### src/rtl/pixel_compositor_pkg.sv
// Shared encodings for the pixel compositor: game states, pixel classes,
// flash sequencer states and the idle level of the sync lines.
package pixel_compositor_pkg;

  localparam logic [1:0] GS_INIT = 2'b00;
  localparam logic [1:0] GS_PLAY = 2'b01;
  localparam logic [1:0] GS_DEAD = 2'b10;

  localparam logic SYNC_IDLE = 1'b1;

  typedef enum logic [1:0] {
    BLANK = 2'd0,
    BG    = 2'd1,
    WHITE = 2'd2,
    GREY  = 2'd3
  } pix_class_t;

  typedef enum logic [1:0] {
    FL_IDLE  = 2'd0,
    FL_FLASH = 2'd1,
    FL_HOLD  = 2'd2
  } flash_state_t;

endpackage

### src/rtl/pixel_compositor_if.sv
// Bundles the compositor's scan, layer, game and colour signals; the slave
// modport is the compositor side, the master modport the driver side.
interface pixel_compositor_if #(
  parameter int NUM_LAYERS = 4,
  parameter int RW         = 3,
  parameter int GW         = 3,
  parameter int BW         = 2
);
  logic                  pix_en;
  logic [9:0]            vga_x;
  logic [8:0]            vga_y;
  logic                  hsync_in;
  logic                  vsync_in;
  logic                  frame_tick;
  logic [NUM_LAYERS-1:0] layer_grey;
  logic [NUM_LAYERS-1:0] layer_white;
  logic [1:0]            game_state;
  logic                  night_toggle;
  logic                  hsync_out;
  logic                  vsync_out;
  logic [RW-1:0]         vga_red;
  logic [GW-1:0]         vga_green;
  logic [BW-1:0]         vga_blue;
  logic                  night_mode;
  logic                  flash_active;
  logic                  collide;

  modport slave (
    input  pix_en, vga_x, vga_y, hsync_in, vsync_in, frame_tick,
           layer_grey, layer_white, game_state, night_toggle,
    output hsync_out, vsync_out, vga_red, vga_green, vga_blue,
           night_mode, flash_active, collide
  );

  modport master (
    output pix_en, vga_x, vga_y, hsync_in, vsync_in, frame_tick,
           layer_grey, layer_white, game_state, night_toggle,
    input  hsync_out, vsync_out, vga_red, vga_green, vga_blue,
           night_mode, flash_active, collide
  );
endinterface

### src/rtl/compositor_flash_ctrl.sv
// Death-flash sequencer: starts on a PLAY->DEAD step, counts frames and
// produces the palette flip phase; runs every clk, independent of pix_en.
module compositor_flash_ctrl
  import pixel_compositor_pkg::*;
#(
  parameter int FLASH_FRAMES      = 30,
  parameter int FLASH_PERIOD_LOG2 = 2
) (
  input  logic       clk,
  input  logic       rst,
  input  logic       i_frame_tick,
  input  logic [1:0] i_game_state,
  output logic       o_flash_active,
  output logic       o_flash_phase
);

  localparam logic [7:0] FRAME_LIMIT = 8'(FLASH_FRAMES);

  flash_state_t r_state, w_next_state;
  logic [7:0]   r_cnt, w_next_cnt;
  logic [1:0]   r_prev_gs;

  always_ff @(posedge clk) begin
    if (!rst) begin
      r_state   <= FL_IDLE;
      r_cnt     <= 8'd0;
      r_prev_gs <= GS_INIT;
    end else begin
      r_state   <= w_next_state;
      r_cnt     <= w_next_cnt;
      r_prev_gs <= i_game_state;
    end
  end

  // A tick landing on the entry cycle is swallowed because IDLE never counts.
  always_comb begin
    w_next_state = r_state;
    w_next_cnt   = r_cnt;
    case (r_state)
      FL_IDLE: begin
        if (r_prev_gs == GS_PLAY && i_game_state == GS_DEAD) begin
          w_next_state = FL_FLASH;
          w_next_cnt   = 8'd0;
        end
      end
      FL_FLASH: begin
        if (i_game_state != GS_DEAD) begin
          w_next_state = FL_IDLE;
        end else if (i_frame_tick) begin
          w_next_cnt = r_cnt + 8'd1;
          if (r_cnt + 8'd1 == FRAME_LIMIT) begin
            w_next_state = FL_HOLD;
          end
        end
      end
      FL_HOLD: begin
        if (i_game_state != GS_DEAD) begin
          w_next_state = FL_IDLE;
        end
      end
      default: w_next_state = FL_IDLE;
    endcase
  end

  assign o_flash_active = (r_state == FL_FLASH);
  assign o_flash_phase  = (r_state == FL_FLASH) & r_cnt[FLASH_PERIOD_LOG2];

endmodule

### src/rtl/pixel_compositor.sv
// Priority layer merge, night/flash palette and 2-stage sync-aligned pipeline.
// Optional collision detector enabled by PIXEL_COMPOSITOR_COLLISION_EN.
module pixel_compositor
  import pixel_compositor_pkg::*;
#(
  parameter int NUM_LAYERS        = 4,
  parameter int RW                = 3,
  parameter int GW                = 3,
  parameter int BW                = 2,
  parameter int SCREEN_W          = 640,
  parameter int SCREEN_H          = 480,
  parameter int FLASH_FRAMES      = 30,
  parameter int FLASH_PERIOD_LOG2 = 2
) (
  input  logic              clk,
  input  logic              rst,
  pixel_compositor_if.slave bus
);

  localparam logic [9:0] X_LIMIT = 10'(SCREEN_W);
  localparam logic [8:0] Y_LIMIT = 9'(SCREEN_H);

  logic          w_visible;
  pix_class_t    w_class, r_class;
  logic          r_hs1, r_vs1, r_hs2, r_vs2;
  logic [RW-1:0] r_red;
  logic [GW-1:0] r_green;
  logic [BW-1:0] r_blue;
  logic          r_night, r_pending;
  logic          w_flash_active, w_flash_phase, w_invert, w_lit;

  assign w_visible = (bus.vga_x < X_LIMIT) && (bus.vga_y < Y_LIMIT);

  // Walk from the lowest priority layer up so layer 0 overwrites last.
  always_comb begin
    w_class = w_visible ? BG : BLANK;
    for (int i = NUM_LAYERS - 1; i >= 0; i--) begin
      if (bus.layer_grey[i]) begin
        w_class = GREY;
      end else if (bus.layer_white[i]) begin
        w_class = WHITE;
      end
    end
  end

  assign w_invert = r_night ^ w_flash_phase;

  always_comb begin
    w_lit = 1'b0;
    case (r_class)
      GREY:      w_lit = w_invert;
      WHITE, BG: w_lit = ~w_invert;
      default:   w_lit = 1'b0;
    endcase
  end

  always_ff @(posedge clk) begin
    if (!rst) begin
      r_class <= BLANK;
      r_hs1   <= SYNC_IDLE;
      r_vs1   <= SYNC_IDLE;
      r_hs2   <= SYNC_IDLE;
      r_vs2   <= SYNC_IDLE;
      r_red   <= '0;
      r_green <= '0;
      r_blue  <= '0;
    end else if (bus.pix_en) begin
      r_class <= w_class;
      r_hs1   <= bus.hsync_in;
      r_vs1   <= bus.vsync_in;
      r_hs2   <= r_hs1;
      r_vs2   <= r_vs1;
      r_red   <= {RW{w_lit}};
      r_green <= {GW{w_lit}};
      r_blue  <= {BW{w_lit}};
    end
  end

  // Requests only take effect at a frame boundary so a frame never tears.
  always_ff @(posedge clk) begin
    if (!rst) begin
      r_night   <= 1'b0;
      r_pending <= 1'b0;
    end else if (bus.frame_tick) begin
      r_night   <= r_night ^ r_pending ^ bus.night_toggle;
      r_pending <= 1'b0;
    end else if (bus.night_toggle) begin
      r_pending <= ~r_pending;
    end
  end

  compositor_flash_ctrl #(
    .FLASH_FRAMES      (FLASH_FRAMES),
    .FLASH_PERIOD_LOG2 (FLASH_PERIOD_LOG2)
  ) u_flash (
    .clk            (clk),
    .rst            (rst),
    .i_frame_tick   (bus.frame_tick),
    .i_game_state   (bus.game_state),
    .o_flash_active (w_flash_active),
    .o_flash_phase  (w_flash_phase)
  );

`ifdef PIXEL_COMPOSITOR_COLLISION_EN
  logic w_hit, r_sticky, r_collide;

  assign w_hit = bus.pix_en & bus.layer_grey[0] & bus.layer_grey[1] & w_visible;

  always_ff @(posedge clk) begin
    if (!rst) begin
      r_sticky  <= 1'b0;
      r_collide <= 1'b0;
    end else if (bus.frame_tick) begin
      r_collide <= r_sticky;
      r_sticky  <= w_hit;
    end else begin
      r_collide <= 1'b0;
      r_sticky  <= r_sticky | w_hit;
    end
  end

  assign bus.collide = r_collide;
`else
  assign bus.collide = 1'b0;
`endif

  assign bus.hsync_out    = r_hs2;
  assign bus.vsync_out    = r_vs2;
  assign bus.vga_red      = r_red;
  assign bus.vga_green    = r_green;
  assign bus.vga_blue     = r_blue;
  assign bus.night_mode   = r_night;
  assign bus.flash_active = w_flash_active;

endmodule

### src/flat_wrapper.sv
// flat-port wrapper written by rule: the top's interface ports become plain ports
module pixel_compositor_flat import pixel_compositor_pkg::*;
#(
  parameter int NUM_LAYERS        = 4,
  parameter int RW                = 3,
  parameter int GW                = 3,
  parameter int BW                = 2,
  parameter int SCREEN_W          = 640,
  parameter int SCREEN_H          = 480,
  parameter int FLASH_FRAMES      = 30,
  parameter int FLASH_PERIOD_LOG2 = 2
)
  (clk, rst, bus_pix_en, bus_vga_x, bus_vga_y, bus_hsync_in, bus_vsync_in, bus_frame_tick, bus_layer_grey, bus_layer_white, bus_game_state, bus_night_toggle, bus_hsync_out, bus_vsync_out, bus_vga_red, bus_vga_green, bus_vga_blue, bus_night_mode, bus_flash_active, bus_collide);
  pixel_compositor_if #(.NUM_LAYERS(NUM_LAYERS), .RW(RW), .GW(GW), .BW(BW)) bus_i ();
  input  logic clk;
  input  logic rst;
  input wire logic [$bits(bus_i.pix_en)-1:0] bus_pix_en;
  input wire logic [$bits(bus_i.vga_x)-1:0] bus_vga_x;
  input wire logic [$bits(bus_i.vga_y)-1:0] bus_vga_y;
  input wire logic [$bits(bus_i.hsync_in)-1:0] bus_hsync_in;
  input wire logic [$bits(bus_i.vsync_in)-1:0] bus_vsync_in;
  input wire logic [$bits(bus_i.frame_tick)-1:0] bus_frame_tick;
  input wire logic [$bits(bus_i.layer_grey)-1:0] bus_layer_grey;
  input wire logic [$bits(bus_i.layer_white)-1:0] bus_layer_white;
  input wire logic [$bits(bus_i.game_state)-1:0] bus_game_state;
  input wire logic [$bits(bus_i.night_toggle)-1:0] bus_night_toggle;
  output wire logic [$bits(bus_i.hsync_out)-1:0] bus_hsync_out;
  output wire logic [$bits(bus_i.vsync_out)-1:0] bus_vsync_out;
  output wire logic [$bits(bus_i.vga_red)-1:0] bus_vga_red;
  output wire logic [$bits(bus_i.vga_green)-1:0] bus_vga_green;
  output wire logic [$bits(bus_i.vga_blue)-1:0] bus_vga_blue;
  output wire logic [$bits(bus_i.night_mode)-1:0] bus_night_mode;
  output wire logic [$bits(bus_i.flash_active)-1:0] bus_flash_active;
  output wire logic [$bits(bus_i.collide)-1:0] bus_collide;
  assign bus_i.pix_en = bus_pix_en;
  assign bus_i.vga_x = bus_vga_x;
  assign bus_i.vga_y = bus_vga_y;
  assign bus_i.hsync_in = bus_hsync_in;
  assign bus_i.vsync_in = bus_vsync_in;
  assign bus_i.frame_tick = bus_frame_tick;
  assign bus_i.layer_grey = bus_layer_grey;
  assign bus_i.layer_white = bus_layer_white;
  assign bus_i.game_state = bus_game_state;
  assign bus_i.night_toggle = bus_night_toggle;
  assign bus_hsync_out = bus_i.hsync_out;
  assign bus_vsync_out = bus_i.vsync_out;
  assign bus_vga_red = bus_i.vga_red;
  assign bus_vga_green = bus_i.vga_green;
  assign bus_vga_blue = bus_i.vga_blue;
  assign bus_night_mode = bus_i.night_mode;
  assign bus_flash_active = bus_i.flash_active;
  assign bus_collide = bus_i.collide;
  pixel_compositor #(.NUM_LAYERS(NUM_LAYERS), .RW(RW), .GW(GW), .BW(BW), .SCREEN_W(SCREEN_W), .SCREEN_H(SCREEN_H), .FLASH_FRAMES(FLASH_FRAMES), .FLASH_PERIOD_LOG2(FLASH_PERIOD_LOG2)) u_core (.clk(clk), .rst(rst), .bus(bus_i));
endmodule
### config.mk
export PLATFORM = sky130hd
export DESIGN_NAME = pixel_compositor_flat
export DESIGN_NICKNAME = d
export VERILOG_FILES = /design/src/rtl/pixel_compositor_pkg.sv /design/src/rtl/pixel_compositor_if.sv /design/src/rtl/compositor_flash_ctrl.sv /design/src/rtl/pixel_compositor.sv /design/src/flat_wrapper.sv
export SDC_FILE = /design/constraint.sdc
export NUM_CORES = 1
export LEC_CHECK = 0
export ABC_CLOCK_PERIOD_IN_PS = 2000
export CORE_ASPECT_RATIO = 1.4
export CORE_MARGIN = 2
export CORE_UTILIZATION = 42
export DETAILED_ROUTE_END_ITERATION = 10
export GPL_ROUTABILITY_DRIVEN = 0
export HOLD_SLACK_MARGIN = 0.1
export PLACE_DENSITY = 0.91
export SLEW_MARGIN = 20
export SYNTH_ARGS = -nofsm -noshare
export SYNTH_HDL_FRONTEND = slang
export SYNTH_SLANG_ARGS = --single-unit
### constraint.sdc
create_clock -name clk -period 2 [get_ports clk]
set_input_delay 0.6 -clock clk [delete_from_list [all_inputs] [get_ports clk]]
set_output_delay 0.6 -clock clk [all_outputs]
set_load 0.02 [all_outputs]
==> impl_metrics.py <==
metrics = {
    "detailed_routing": {
        "vias": 1094,
        "post_drt_wl_per_cell_microns": 12.5,
        "ant_nets": 0,
        "wl_mm": 2.58,
        "met1Wirelength_mm": 1.05,
        "highest_layer": "met4",
        "drtIter0Drc": 20,
        "viasPerCell": 5.31,
        "wl_met2_mm": 1.35,
        "dr.pass1.iters": 4,
        "drc": 0,
        "dr_wl_met3_microns": 134,
    },
    "yosys": {
        "synthAdderAreaFrac_pct": 3.24,
        "yosys.area_share.simple_pct": 24.6,
        "synth-warning-count": 0,
        "ys_types": 39,
        "synth.mux.area_fraction_pct": 5.18,
        "postSynthCellCount": 136,
        "synth_top_family_by_area": "simple AND/OR/NAND/NOR gates",
        "synth_flop_cell": "dfxtp_1",
        "synthArstFlopShare_pct": 0,
        "ys_seq_area_share_pct": 36.3,
        "synth_compound_area_share_pct": 17.8,
        "synth_xor_area_share_pct": 3.02,
        "synth.avg_cell_area_sq_um": 8.52,
        "ys_ff_latch": 21,
        "syn-cell-area_sq_um": 1160,
        "synthesis.nets": 175,
        "synth-edff-count": 0,
    },
    "floorplan": {
        "rows": 22,
        "io_pins": 49,
        "fp.dieW_microns": 48.4,
        "start_util_pct": 44.3,
        "chipHeight_microns": 66.1,
        "dieArea_sq_um": 3200,
        "core_area_sq_um": 2620,
    },
    "power": {
        "comb_power_share_pct": 19.7,
        "sequentialPowerShare_pct": 54.6,
        "p_sw_share_pct": 26.2,
        "p_per_area_nw_per_um2": 522,
        "intPower_uw": 600,
        "clkPwrFrac_pct": 25.8,
        "power.switching_uw": 213,
        "p_leak_nw": 0.605,
        "peakVddDrop_v": 0.000432,
    },
    "timing": {
        "drv_slew": 0,
        "min_period_over_period_pct": 97.1,
        "fmax_mhz": 515,
        "final-hold-violation-count": 0,
        "hold_slack_ps": 495,
        "setup_tns_ps": 0,
        "fin_crit_ps": 1940,
        "finClkSkew_ps": 6.21,
        "rsz0062_at_grt": "false",
        "setup_violations": 0,
    },
    "global_routing": {
        "grt_usage_pct": 17.6,
        "first_global_vias": 1089,
        "grt_pass1_wl_mm": 4.39,
        "grt_antenna_before_repair": 0,
        "grt_start_max_net_pins": 14,
        "grt-ovfl-total": 0,
    },
    "critical_path": {
        "required_ps": 1400,
        "startpoint": "u_core.bus.night_mode$_SDFFE_PN0P_",
        "crit_fanout": 3,
        "crit_family": "buffers and inverters",
        "endpoint_kind": "primary output",
        "slowest_stage": "clkdlybuf4s50_1",
        "arrival_ps": 1340,
        "crit_type": "flop to primary output",
        "path_buf_inv": 1,
        "r2r-start": "u_core.u_flash.r_cnt[1]$_SDFFE_PN0P_",
        "critPathLaunchType": "flop",
        "critical_path.cell_chain": "clkdlybuf4s50_1",
        "cpPeakStageDelay_ps": 630,
    },
    "finish": {
        "synthToLayoutAreaGrowth_pct": 34.4,
        "final_util_pct": 59.6,
        "layout-drive-gt1-share_pct": 8.82,
        "diodes": 0,
        "nets": 210,
    },
    "clock_network": {
        "clock_latency_ps": 310,
        "cts.clk_slew.worst_paths_ps": 120,
        "numCtsBuffers": 3,
        "post_cts_buffers": 0,
        "cts_sinks": 21,
        "cts_tree": "built",
        "cts.root.buffer_cell": "clkbuf_4",
        "clockBufferDepth": 2,
        "ctsHtreeMaxLevel": 1,
    },
    "status": {
        "status": "completed",
    },
    "run": {
        "drv_cap": 0,
    },
    "min_path": {
        "hold_start": "u_core.r_vs1$_SDFFE_PN1P_",
        "holdCritPathClass": "flop to flop",
    },
    "placed_design": {
        "port_buffers": 35,
        "hpwl_mm": 2.03,
    },
}
[power by group through the flow]
stage	sequential, mW	combinational (mW)	clock, mW
after floorplan	0.458	0.0810	0
after global placement	0.453	0.166	0
after detailed placement	0.454	0.171	0
after CTS	0.444	0.161	0.209
after global routing	0.446	0.174	0.221
final	0.444	0.160	0.209
[flip-flops by register name, indices dropped and copies added, names as in the netlist]
name,count
u_core.r_pending,1
u_core.bus.vga_blue,1
u_core.r_vs1,1
u_core.u_flash.r_prev_gs,2
u_core.bus.vsync_out,1
u_core.r_hs1,1
u_core.r_class,2
u_core.bus.night_mode,1
u_core.bus.hsync_out,1
u_core.u_flash.r_state,2
u_core.u_flash.r_cnt,8
[per-layer routing]
metal / vias to the layer above / global-route usage (%)
li1: 548 / -
met1: 499 / 18.8
met2: 41 / 32.8
met3: 6 / 2.26
met4: 0 / 10.7
met5: - / 0
[stage by stage]
stage | area, sq um | cells | worst slack [ps] | total power, mW
floorplan | 1160 | 136 | 193 | 0.539
global placement | 1540 | 202 | -201 | 0.618
detailed placement | 1540 | 202 | -259 | 0.624
CTS | 1560 | 206 | 53.7 | 0.814
global route | 1560 | 206 | 14.1 | 0.840
finish | 1560 | 206 | 57.8 | 0.813
[kinds of logic (layout without fill, tap and decap cells)]
family                   Yosys count  count (layout)
AO/OA/AOI/OAI                     34              34
multiplexers                       6               6
flip-flops                        21              21
buffers and inverters             19              53
AND/OR/NAND/NOR                   48              48
XOR/XNOR                           4               4
other                              1               1
adder cells (fa/ha/maj)            3               3
[cell usage after synthesis, types with 4 or more instances]
master    count  share of area (%)
inv_1         4                1.3
nor3_1        5                2.2
nand2_1       7                2.3
a21oi_1      14                6.0
nor2_1        6                1.9
buf_4        10                6.5
nand3_1       6                2.6
dfxtp_1      21                 36
o21ai_0       6                2.6
mux2i_1       6                5.2
a211oi_1      4                2.6
[cell type report]
type                    count  area (sq um)
clock buffers               4          26.3
flip-flops and latches     21           420
inverters                   5          18.8
multi-input cells          96           628
well taps                  36          45.0
repair buffers             44           419
fillers                   205          1060
[timing repair]
item / in CTS / in global routing
endpoints found under the setup margin: 9 / 0
resized for setup: 9 / 0
hold buffers: 0 / 0
endpoints found under the hold margin: 0 / 0
[worst register-to-register path, cell delays in order, from the launching register on]
cell     delay, ps
dfxtp_1        380
inv_1           80
ha_1           250
nand2_8         50
or4b_1         490
or3_1          370
o21ba_1        170
[layout by cell type (no fill, tap or decap), types with 3 or more instances in the layout]
cell,synthesis,final
clkdlybuf4s50_1,0,26
dfxtp_1,21,21
a21oi_1,14,14
dlygate4sd2_1,0,9
buf_4,10,8
nand2_1,7,7
mux2i_1,6,6
o21ai_0,6,6
nor2_1,6,6
nand3_1,6,6
nor3_1,5,5
inv_1,4,4
a211oi_1,4,4
a31oi_1,3,3
xnor2_1,3,3
nor2b_1,3,3
and2_1,3,3
or3_1,3,3
ha_1,3,3
clkbuf_4,0,3
[final timing paths]
check | to | slack [ps] | cells after the start
hold reg to reg | u_core.r_vs1$_SDFFE_PN1P_ | 490 | 2
setup reg to reg | u_core.u_flash.r_state[0]$_SDFFE_PN0P_ | 110 | 6
hold / removal | u_core.r_vs1$_SDFFE_PN1P_ | 490 | 2
setup / recovery | bus_night_mode | 60 | 1
Note: power is estimated with default switching activity, not from simulation.
